==> config.mk <==
export PLATFORM = sky130hd
export DESIGN_NAME = mag_diff_sq_acc
export DESIGN_NICKNAME = d
export VERILOG_FILES = /design/src/rtl/mag_metric_pkg.sv /design/src/rtl/sqrt_iter.sv /design/src/rtl/mag_diff_sq_acc.sv
export SDC_FILE = /design/constraint.sdc
export NUM_CORES = 1
export LEC_CHECK = 0
export ABC_AREA = 1
export BUFFER_PORTS_ARGS = -buffer_cell sky130_fd_sc_hd__buf_2
export CAP_MARGIN = 0
export CORE_ASPECT_RATIO = 0.6
export CORE_MARGIN = 2
export CORE_UTILIZATION = 52
export DETAILED_ROUTE_END_ITERATION = 10
export PLACE_DENSITY = 0.79
export SLEW_MARGIN = 5
export SYNTH_ARGS = -nofsm -noshare
export SYNTH_HDL_FRONTEND = slang
export SYNTH_HIERARCHICAL = 1
export SYNTH_SLANG_ARGS = --single-unit
==> constraint.sdc <==
create_clock -name clk -period 8 [get_ports clk]
set_input_delay 1.6 -clock clk [delete_from_list [all_inputs] [get_ports clk]]
set_output_delay 1.6 -clock clk [all_outputs]
set_load 0.01 [all_outputs]
==> src/rtl/mag_metric_pkg.sv <==
// Shared width derivations, FSM encoding and helpers for the magnitude-difference
// squared metric and its iterative square-root units.
package mag_metric_pkg;

   typedef enum logic [1:0] {
      IDLE = 2'd0,
      SQRT = 2'd1,
      POST = 2'd2
   } state_t;

   function automatic int clog2_f(input int value);
      int result;
      result = 0;
      while ((1 << result) < value) result++;
      return result;
   endfunction

   function automatic int sum_w_f(input int in_w);
      return 2 * in_w;
   endfunction

   function automatic int root_w_f(input int in_w);
      return in_w;
   endfunction

   function automatic int acc_w_f(input int in_w, input int acc_len);
      return 2 * in_w + clog2_f(acc_len);
   endfunction

endpackage

==> src/rtl/sqrt_iter.sv <==
// Non-restoring integer square root, one root bit per clock. The radicand is
// captured on start; root holds floor(sqrt(radicand)) once the last bit is in.
module sqrt_iter
   import mag_metric_pkg::*;
#(
   parameter int  SUM_W  = 18,
   localparam int ROOT_W = SUM_W / 2
) (
   input  logic              clk,
   input  logic              rst_n,
   input  logic              start,
   input  logic [SUM_W-1:0]  radicand,
   output logic [ROOT_W-1:0] root,
   output logic              done
);

   localparam int REM_W = ROOT_W + 3;
   localparam int CNT_W = clog2_f(ROOT_W + 1);

   logic [SUM_W-1:0]  rad_q;
   logic [REM_W-1:0]  rem_q;
   logic [REM_W-1:0]  rem_sh;
   logic [REM_W-1:0]  rem_nxt;
   logic [ROOT_W-1:0] root_q;
   logic [CNT_W-1:0]  cnt_q;
   logic              busy_q;

   // The remainder is kept in two's complement; its sign picks subtract or add
   // for the next step and becomes the inverted next root bit.
   always_comb begin
      rem_sh = {rem_q[REM_W-3:0], rad_q[SUM_W-1 -: 2]};
      if (rem_q[REM_W-1]) rem_nxt = rem_sh + REM_W'({root_q, 2'b11});
      else                rem_nxt = rem_sh - REM_W'({root_q, 2'b01});
   end

   always_ff @(posedge clk) begin
      if (!rst_n) begin
         rad_q  <= '0;
         rem_q  <= '0;
         root_q <= '0;
         cnt_q  <= '0;
         busy_q <= 1'b0;
      end else if (start) begin
         rad_q  <= radicand;
         rem_q  <= '0;
         root_q <= '0;
         cnt_q  <= '0;
         busy_q <= 1'b1;
      end else if (busy_q) begin
         rad_q  <= rad_q << 2;
         rem_q  <= rem_nxt;
         root_q <= {root_q[ROOT_W-2:0], ~rem_nxt[REM_W-1]};
         cnt_q  <= cnt_q + 1'b1;
         if (cnt_q == CNT_W'(ROOT_W - 1)) busy_q <= 1'b0;
      end
   end

   // High during the final iteration, so root is complete on the following cycle.
   assign done = busy_q && (cnt_q == CNT_W'(ROOT_W - 1));
   assign root = root_q;

endmodule

==> src/rtl/mag_diff_sq_acc.sv <==
// Squared difference of two sample magnitudes, emitted per sample or summed over
// an ACC_LEN-sample window as a sample-timing-offset metric.
module mag_diff_sq_acc
   import mag_metric_pkg::*;
#(
   parameter int  IN_W    = 9,
   parameter int  ACC_LEN = 16,
   localparam int SUM_W   = sum_w_f(IN_W),
   localparam int ROOT_W  = root_w_f(IN_W),
   localparam int ACC_W   = acc_w_f(IN_W, ACC_LEN)
) (
   input  logic                   clk,
   input  logic                   rst_n,
   input  logic                   in_valid,
   output logic                   in_ready,
   input  logic signed [IN_W-1:0] r1,
   input  logic signed [IN_W-1:0] i1,
   input  logic signed [IN_W-1:0] r2,
   input  logic signed [IN_W-1:0] i2,
   input  logic                   mode,
   input  logic                   acc_clr,
   output logic [ACC_W-1:0]       out_data,
   output logic                   out_valid
);

   localparam int CNT_W = clog2_f(ACC_LEN);

   state_t              state_q, state_nxt;
   logic                accept;
   logic [SUM_W-1:0]    r1_sq, i1_sq, r2_sq, i2_sq;
   logic [SUM_W-1:0]    s1, s2;
   logic [ROOT_W-1:0]   root1, root2;
   logic                done1, done2;
   logic signed [ROOT_W:0] d;
   logic [2*IN_W-1:0]   m;
   logic [ACC_W-1:0]    acc_q, acc_sum;
   logic [CNT_W-1:0]    cnt_q;
   logic                mode_q, drop_q, win_last;

   assign r1_sq = SUM_W'(r1) * SUM_W'(r1);
   assign i1_sq = SUM_W'(i1) * SUM_W'(i1);
   assign r2_sq = SUM_W'(r2) * SUM_W'(r2);
   assign i2_sq = SUM_W'(i2) * SUM_W'(i2);
   assign s1    = r1_sq + i1_sq;
   assign s2    = r2_sq + i2_sq;

   sqrt_iter #(.SUM_W(SUM_W)) u_sqrt1 (
      .clk(clk), .rst_n(rst_n), .start(accept), .radicand(s1), .root(root1), .done(done1)
   );
   sqrt_iter #(.SUM_W(SUM_W)) u_sqrt2 (
      .clk(clk), .rst_n(rst_n), .start(accept), .radicand(s2), .root(root2), .done(done2)
   );

   assign d        = {1'b0, root1} - {1'b0, root2};
   assign m        = (2*IN_W)'(d) * (2*IN_W)'(d);
   assign acc_sum  = acc_q + ACC_W'(m);
   assign win_last = (cnt_q == CNT_W'(ACC_LEN - 1));

   // Both roots start together and take the same number of steps, so done1 alone paces the FSM.
   always_comb begin
      state_nxt = state_q;
      in_ready  = 1'b0;
      accept    = 1'b0;
      unique case (state_q)
         IDLE: begin
            in_ready = 1'b1;
            accept   = in_valid;
            if (in_valid) state_nxt = SQRT;
         end
         SQRT:    if (done1) state_nxt = POST;
         POST:    state_nxt = IDLE;
         default: state_nxt = IDLE;
      endcase
   end

   always_ff @(posedge clk) begin
      if (!rst_n) begin
         state_q   <= IDLE;
         out_valid <= 1'b0;
         out_data  <= '0;
         acc_q     <= '0;
         cnt_q     <= '0;
         mode_q    <= 1'b0;
         drop_q    <= 1'b0;
      end else begin
         state_q   <= state_nxt;
         out_valid <= 1'b0;
         // A clear while a sample is in flight keeps that sample out of the new window.
         if (accept) begin
            drop_q <= 1'b0;
            if (cnt_q == '0 || acc_clr) mode_q <= mode;
         end else if (acc_clr && state_q != IDLE) begin
            drop_q <= 1'b1;
         end
         if (state_q == POST && !mode_q) begin
            out_data  <= ACC_W'(m);
            out_valid <= 1'b1;
         end
         if (acc_clr) begin
            acc_q <= '0;
            cnt_q <= '0;
         end else if (state_q == POST && mode_q && !drop_q) begin
            if (win_last) begin
               out_data  <= acc_sum;
               out_valid <= 1'b1;
               acc_q     <= '0;
               cnt_q     <= '0;
            end else begin
               acc_q <= acc_sum;
               cnt_q <= cnt_q + 1'b1;
            end
         end
      end
   end

   logic unused_done2;
   assign unused_done2 = done2;

endmodule
==> flow_metrics.tcl, run 1 <==
set metrics [dict create \
    drc_errors 0 \
    worstPathArrival_ns 7.98 \
    vias 17646 \
    fmax_mhz 131 \
    numClockSinks 139 \
    finalSetupViolCount 0 \
    timing.final.crit_share_pct 95.3 \
    hold_viol_final 0 \
    yosysWarnings 6 \
    drt_iter0_drc 1491 \
    cts_hold_buffers 0 \
    viasPerCell 5.09 \
    syn_area_um2 22700 \
    syn_inst 2843 \
    layout_common_cells "703 x inv_1, 492 x nand2_1, 360 x fa_1" \
    start_kind "flip-flop" \
    first_global_vias 17566 \
    start_util_pct 52.6 \
    syn_nets 3479 \
    drive_above_1_share_pct 8.76 \
    fp.dieH_um 166 \
    grt_pass1_wl_um 87800 \
    worst_slew_margin_rel_pct 40.6 \
    antenna_found_initial 0 \
    post-place-ws_ns 0.110 \
    hold_class "flip-flop to flip-flop" \
    cp-end-kind "flip-flop" \
    rsz0062_at_grt "yes" \
    worstMarginPinSlew_ns 0.890 \
    dieArea_um2 45400 \
    top_level_ports 65 \
    cpPeakStageDelay_ns 0.54 \
    setup_slack_ns 0.379 \
    grt_overflow 0 \
    gp_congestion 1.00 \
    crit_type "flip-flop to flip-flop" \
    track_usage_pct 23.6 \
    final_common_cell "inv_1" \
    worst-endpoint-required_ns 8.36 \
    avgSynthCellArea_um2 7.98 \
    h-tree-depth 4 \
    fp.dieW_um 274 \
    row_count 59 \
    layout.nets 3510 \
    insertion_delay_ns 0.44 \
    cp_max_fo 4 \
    cts_buffers 17 \
    wl_per_cell_um 14.6 \
    firstDrtPassIters 5 \
    clock_path_buffers 2 \
    status "completed" \
    design.core.area_um2 43200 \
    clock_skew_ns 0.0120 \
    maxSlewViolCount 0 \
    drt_wl_total_um 50600 \
    cts.reportedPaths.clkPinSlew_ns 0.07 \
    ant_nets 0 \
    period_minus_slack_ns 7.62 \
    diodes 0 \
    area_delta_synth_final_pct 7.27 \
    grt_max_degree 50 \
    maxCapViolations 0 \
    hpwl_um 41800 \
    io_buffers 64 \
    cts_tree "built" \
    cts-root-buf "clkbuf_16" \
    cp_slowest_cell "fa_1" \
    rrSetupSlack_ns 0.38 \
]
## sequential cells by signal (all words and copies together) (netlist names), 2 cells and up
signal	cells
acc_q	22
cnt_q	4
u_sqrt1/root	9
u_sqrt1/rem_q	11
u_sqrt2/root	9
u_sqrt2/rad_q	18
u_sqrt2/cnt_q	4
u_sqrt2/rem_q	11
u_sqrt1/cnt_q	4
u_sqrt1/rad_q	18
out_data	22
state_q	2
## repair_timing
| action | in CTS | in global routing |
|---|---|---|
| setup endpoints to repair | 0 | 22 |
| resized for setup | 0 | 57 |
| buffers inserted | 0 | 4 |
## worst paths after layout
| path | from | end | cells after the start |
|---|---|---|---|
| min | out_data[1]$_SDFF_PN0_ | out_data[1]$_SDFF_PN0_ | 2 |
| min reg2reg | out_data[1]$_SDFF_PN0_ | out_data[1]$_SDFF_PN0_ | 2 |
| max | u_sqrt1/root[0]$_SDFFE_PP0P_ | acc_q[13]$_SDFFE_PP0P_ | 40 |
| max reg2reg | u_sqrt1/root[0]$_SDFFE_PP0P_ | acc_q[13]$_SDFFE_PP0P_ | 40 |
## critical path: cells and delay by family, from the launching register on
kind	cells	cell delay (ns)
compound gates	6	0.96
flops	1	0.34
fa+ha+maj	9	3.74
xor+xnor	2	0.37
simple gates	14	1.55
buf+inv	9	0.56
## area by class of cell
type	count	area, µm²
fill	3851	18800
multi-input combinational	1907	17000
sequential	139	2780
inverter	720	2710
tap	579	724
timing repair buffer	89	508
clock buffer	17	425
clock inverter	15	148
## layer usage
layer / track usage (%) / wire length (µm) / vias up / part of all wire, %
li1: - / - / 8679 / -
met1: 38.7 / 26100 / 8313 / 51
met5: 0 / 0 / - / 0
met3: 5.52 / 4660 / 32 / 9.2
met4: 2.71 / 278 / 0 / 0.55
met2: 31.7 / 19600 / 622 / 39
## metrics by stage
stage	setup TNS, ns	utilization [%]	hold WS, ns	std cells	area [µm²]
after floorplan	0	-	0.437	2843	22700
after global routing	-0.785	56.4	0.493	3466	24300
after CTS	0	55.8	0.470	3462	24100
after global placement	0	54.5	0.459	3430	23500
final	0	56.4	0.472	3466	24300
after detailed placement	0	54.5	0.460	3430	23500
Power of run 1 is not shown: default switching activity piles up to over one toggle a cycle in this logic, so the estimate is an artifact.
==> inputs of run 2 (changes only) <==
--- a/config.mk
+++ b/config.mk
@@ -8,11 +8,10 @@
 export ABC_AREA = 1
 export BUFFER_PORTS_ARGS = -buffer_cell sky130_fd_sc_hd__buf_2
 export CAP_MARGIN = 0
-export CORE_ASPECT_RATIO = 0.6
 export CORE_MARGIN = 2
-export CORE_UTILIZATION = 52
+export CORE_UTILIZATION = 45
 export DETAILED_ROUTE_END_ITERATION = 10
-export PLACE_DENSITY = 0.79
+export PLACE_DENSITY = 0.72
 export SLEW_MARGIN = 5
 export SYNTH_ARGS = -nofsm -noshare
 export SYNTH_HDL_FRONTEND = slang
==> constraint.sdc (replaced) <==
create_clock -name clk -period 8 [get_ports clk]
set_input_delay 0.4 -clock clk [delete_from_list [all_inputs] [get_ports clk]]
set_output_delay 0.4 -clock clk [all_outputs]
set_load 0.01 [all_outputs]
==> run 2 against run 1 <==
Effect of this change: non-clock buffer count fell by 7; worst hold slack got worse by 0.26 ns; cell count rose by 2.5%; register-to-register slack improved by 0.06 ns; critical path depth fell by 1; die area rose by 15%; highest routed layer unchanged.
==> flow_metrics.tcl, run 2 (synthesis gave the netlist of run 1 again) <==
set metrics [dict create \
    vias 17252 \
    clock_skew_ns 0.0137 \
    place_area_um2 23600 \
    fp.dieW_um 229 \
    hold_class "primary input to flip-flop" \
    critPathBufInv 9 \
    worstPathArrival_ns 7.89 \
    ant_nets 0 \
    worst-endpoint-required_ns 8.33 \
    period_minus_slack_ns 7.56 \
    row_count 82 \
    worst_slew_margin_rel_pct 44.6 \
    top_usage_layer "met2" \
    drt_wl_total_um 46600 \
    wl_per_cell_um 13.1 \
    maxSlewViolCount 0 \
    grt_overflow 0 \
    cp_top_family "adder cells" \
    drive_above_1_share_pct 7.74 \
    finalSetupViolCount 0 \
    fmax_mhz 132 \
    area_delta_synth_final_pct 7.21 \
    diodes 0 \
    post-place-ws_ns 0.278 \
    cts-root-buf "clkbuf_16" \
    fin_setup_tns_ns 0 \
    final_design_area_no_fill_um2 24300 \
    insertion_delay_ns 0.43 \
    top_level_ports 65 \
    cts.reportedPaths.clkPinSlew_ns 0.07 \
    numClockSinks 139 \
    gr-usage-met2_pct 33.1 \
    gp_congestion 0.910 \
    worstMarginPinSlew_ns 0.829 \
    hold_viol_final 0 \
    design.core.area_um2 50000 \
    firstDrtPassIters 5 \
    grt_pass1_wl_um 83400 \
    utilization_pct 48.7 \
    maxCapViolations 0 \
    start_util_pct 45.4 \
    status "completed" \
    crit_type "flip-flop to flip-flop" \
    h-tree-depth 4 \
    grt_util_met1_pct 25.8 \
    setup_slack_ns 0.439 \
    io_buffers 64 \
    timing.final.crit_share_pct 94.5 \
    antenna_found_initial 0 \
    start_kind "flip-flop" \
    grt_max_degree 50 \
    layout_common_cells "704 x inv_1, 495 x nand2_1, 361 x fa_1" \
    track_usage_pct 18.9 \
    cp-end-kind "flip-flop" \
    first_global_vias 17837 \
    viasPerCell 4.86 \
    use_met3_pct 1.56 \
    reg_top3 "acc_q x22, out_data x22" \
    crit_path_frequent_cell "inv_1" \
    dieArea_um2 52200 \
    final_common_cell "inv_1" \
    rsz0062_at_grt "yes" \
    layout.nets 3503 \
    cpPeakStageDelay_ns 0.55 \
    fp.dieH_um 229 \
    drt_iter0_drc 960 \
    cts_tree "built" \
    hpwl_um 38700 \
    drc_errors 0 \
    clock_path_buffers 2 \
    cts_buffers 17 \
    cp_max_fo 6 \
    cp_slowest_cell "fa_1" \
]
-- run 2: cell types whose count changed in the layout (fill, tap and decap cells not counted), sizes merged --
| cell | change |
|---|---|
| inv | -1 |
| buf | -7 |
| clkinv | -1 |
| clkinvlp | +2 |
-- run 2: worst min-delay path: stages --
cell	delay, ns
buf_2	0.09
inv_1	0.04
a21oi_1	0.05
-- run 2: area by class of cell --
class	count	area, µm²
Clock buffer	17	425
Clock inverter	15	166
Tap cell	672	841
Inverter	720	2710
Multi-Input combinational cell	1907	17000
Sequential cell	139	2780
Timing Repair Buffer	82	455
Fill cell	4821	25600
-- run 2: routing by layer --
| metal | up-vias | part of all wire (%) |
|---|---|---|
| met5 | - | 0 |
| met4 | 0 | 1.3 |
| met3 | 41 | 3.1 |
| met2 | 258 | 49 |
| met1 | 8301 | 47 |
| li1 | 8652 | - |
-- run 2: final timing paths --
check / startpoint / cells after the start / slack, ns / to
max: u_sqrt1/root[0]$_SDFFE_PP0P_ / 39 / 0.44 / out_data[18]$_SDFF_PN0_
min: mode / 3 / 0.21 / mode_q$_SDFFE_PN0P_
max reg2reg: u_sqrt1/root[0]$_SDFFE_PP0P_ / 39 / 0.44 / out_data[18]$_SDFF_PN0_
min reg2reg: out_data[1]$_SDFF_PN0_ / 2 / 0.48 / out_data[1]$_SDFF_PN0_
-- run 2: repair_timing --
action,CTS,global route
setup buffers,0,5
resized for setup,0,29
hold buffers,0,0
setup endpoints to repair,0,19
-- run 2: stage by stage --
stage	hold slack (ns)	cells
finish	0.212	3552
global route	0.212	3552
CTS	0.202	3547
detailed placement	0.462	3515
global placement	0.459	3515
floorplan	0.437	2843
Power of run 2 is left out for the same reason.
==> inputs of run 3 (changes only) <==
--- a/config.mk
+++ b/config.mk
@@ -5,10 +5,9 @@
 export SDC_FILE = /design/constraint.sdc
 export NUM_CORES = 1
 export LEC_CHECK = 0
-export ABC_AREA = 1
 export BUFFER_PORTS_ARGS = -buffer_cell sky130_fd_sc_hd__buf_2
 export CAP_MARGIN = 0
-export CORE_MARGIN = 2
+export CORE_MARGIN = 5
 export CORE_UTILIZATION = 45
 export DETAILED_ROUTE_END_ITERATION = 10
 export PLACE_DENSITY = 0.72
==> run 3 against run 2 <==
Effect of this change: first-iteration DRC count is 23% lower; clock-buffer cell count is 2 higher; fmax is 2.3% lower; non-clock buffer count is 25 higher; worst hold slack better by 0.10 ns; synthesized area is 3.4% lower; register-to-register slack worse by 0.18 ns; cell count is 13% lower; critical path type unchanged; global-route usage is 1.8 points lower; synthesized cell count is 16% lower; via count is 7.8% lower.
==> flow_metrics.tcl, run 3 <==
set metrics [dict create \
    cp-end-kind "flip-flop" \
    rr_worst_depth 35 \
    maxSlewViolCount 0 \
    vias 15900 \
    io_buffers 64 \
    h-tree-depth 4 \
    maxCapViolations 0 \
    gp_congestion 0.886 \
    grt_max_degree 79 \
    hold_viol_final 0 \
    drt_iter0_drc 737 \
    cts.reportedPaths.clkPinSlew_ns 0.06 \
    fillers 4425 \
    reg_top3 "acc_q x22, out_data x22" \
    diodes 0 \
    grt_pass1_wl_um 78400 \
    syn_area_um2 21900 \
    drive_above_1_share_pct 8.84 \
    layout.nets 3088 \
    cpPeakStageDelay_ns 0.57 \
    hold_path_depth 3 \
    finalSetupViolCount 0 \
    top_level_ports 65 \
    fmax_mhz 129 \
    design.core.area_um2 48500 \
    critPathBufInv 7 \
    hold_start "acc_clr" \
    fp.dieW_um 231 \
    cts_hold_buffers 0 \
    worst_slew_margin_rel_pct 28.0 \
    firstDrtPassIters 5 \
    rr_endpoint "out_data[21]$_SDFF_PN0_" \
    viasPerCell 5.15 \
    avgSynthCellArea_um2 9.14 \
    syn_inst 2399 \
    setup_slack_ns 0.258 \
    timing.final.crit_share_pct 96.8 \
    hold_ws_ns 0.313 \
    cts_buffers 17 \
    cp_max_fo 5 \
    hold_class "primary input to flip-flop" \
    hpwl_um 36800 \
    worstPathArrival_ns 8.02 \
    area_delta_synth_final_pct 9.07 \
    hold_end "drop_q$_SDFFE_PP0P_" \
    drt_wl_total_um 44500 \
    worst-endpoint-required_ns 8.27 \
    first_global_vias 17003 \
    insertion_delay_ns 0.43 \
    wl_per_cell_um 14.4 \
    cp_top_family "adder cells" \
    final_common_cell "inv_1" \
    start_util_pct 45.2 \
    cts-root-buf "clkbuf_16" \
    worstReg2RegStart "u_sqrt1/root[0]$_SDFFE_PP0P_" \
    cts_tree "built" \
    period_minus_slack_ns 7.74 \
    antenna_found_initial 0 \
    worstMarginPinSlew_ns 1.08 \
    clock_path_buffers 2 \
    crit_type "flip-flop to flip-flop" \
    yosysWarnings 6 \
    fin_setup_tns_ns 0 \
    track_usage_pct 17.1 \
    grt_overflow 0 \
    crit_path_frequent_cell "fa_1" \
    status "completed" \
    cp_slowest_cell "fa_1" \
    numClockSinks 139 \
    ant_nets 0 \
    dieArea_um2 53300 \
    drc_errors 0 \
    post-place-ws_ns -0.104 \
    rrSetupSlack_ns 0.26 \
    row_count 81 \
    layout_common_cells "475 x inv_1, 359 x fa_1, 225 x ha_1" \
    start_kind "flip-flop" \
    syn_nets 3035 \
    clock_skew_ns 0.0196 \
    fp.dieH_um 231 \
]
[run 3: cell type report]
| type | instances | area, µm² | area share, % |
|---|---|---|---|
| tap | 622 | 778 | 3.25 |
| timing repair buffer | 107 | 647 | 2.70 |
| sequential | 139 | 2790 | 11.7 |
| clock inverter | 13 | 166 | 0.696 |
| clock buffer | 19 | 443 | 1.85 |
| multi-input combinational | 1706 | 17300 | 72.3 |
| inverter | 481 | 1810 | 7.55 |
[run 3: per-stage QoR]
| step | utilization, % | std cells | instance area, µm² |
|---|---|---|---|
| CTS | 48.5 | 3071 | 23600 |
| global placement | 47.2 | 3039 | 22900 |
| finish | 49.3 | 3087 | 23900 |
| floorplan | - | 2399 | 21900 |
| global route | 49.3 | 3087 | 23900 |
| detailed placement | 47.2 | 3039 | 22900 |
[run 3: per-layer routing]
layer	wire (µm)	vias up	GRT usage, %
met4	505	0	3.19
met3	1520	54	1.72
met5	0	-	0
met1	19200	7939	22.1
li1	-	7610	-
met2	23200	297	31.4
[run 3: how the worst max path moves through the flow]
stage	start	to	slack [ns]	cells past startpoint
floorplan	u_sqrt2/root[0]$_SDFFE_PP0P_	out_data[18]$_SDFF_PN0_	0.008	31
global placement	u_sqrt1/root[0]$_SDFFE_PP0P_	out_data[19]$_SDFF_PN0_	0.07	33
detailed placement	u_sqrt1/root[0]$_SDFFE_PP0P_	out_data[19]$_SDFF_PN0_	-0.10	33
CTS	u_sqrt1/root[0]$_SDFFE_PP0P_	out_data[21]$_SDFF_PN0_	0.02	33
global route	u_sqrt1/root[0]$_SDFFE_PP0P_	out_data[19]$_SDFF_PN0_	-0.09	35
finish	u_sqrt1/root[0]$_SDFFE_PP0P_	out_data[21]$_SDFF_PN0_	0.26	35
[run 3: timing repair]
item | 4_1_cts | 5_1_grt
gates cloned | 0 | 0
setup buffers | 0 | 16
setup endpoints to repair | 10 | 16
resized for setup | 3 | 60
pin swaps | 0 | 48
[run 3: tightest hold or removal path, stage by stage]
cell and delay (ns):
buf_2 0.13, o21ai_0 0.08, a21boi_0 0.08
Power of run 3 is left out for the same reason.
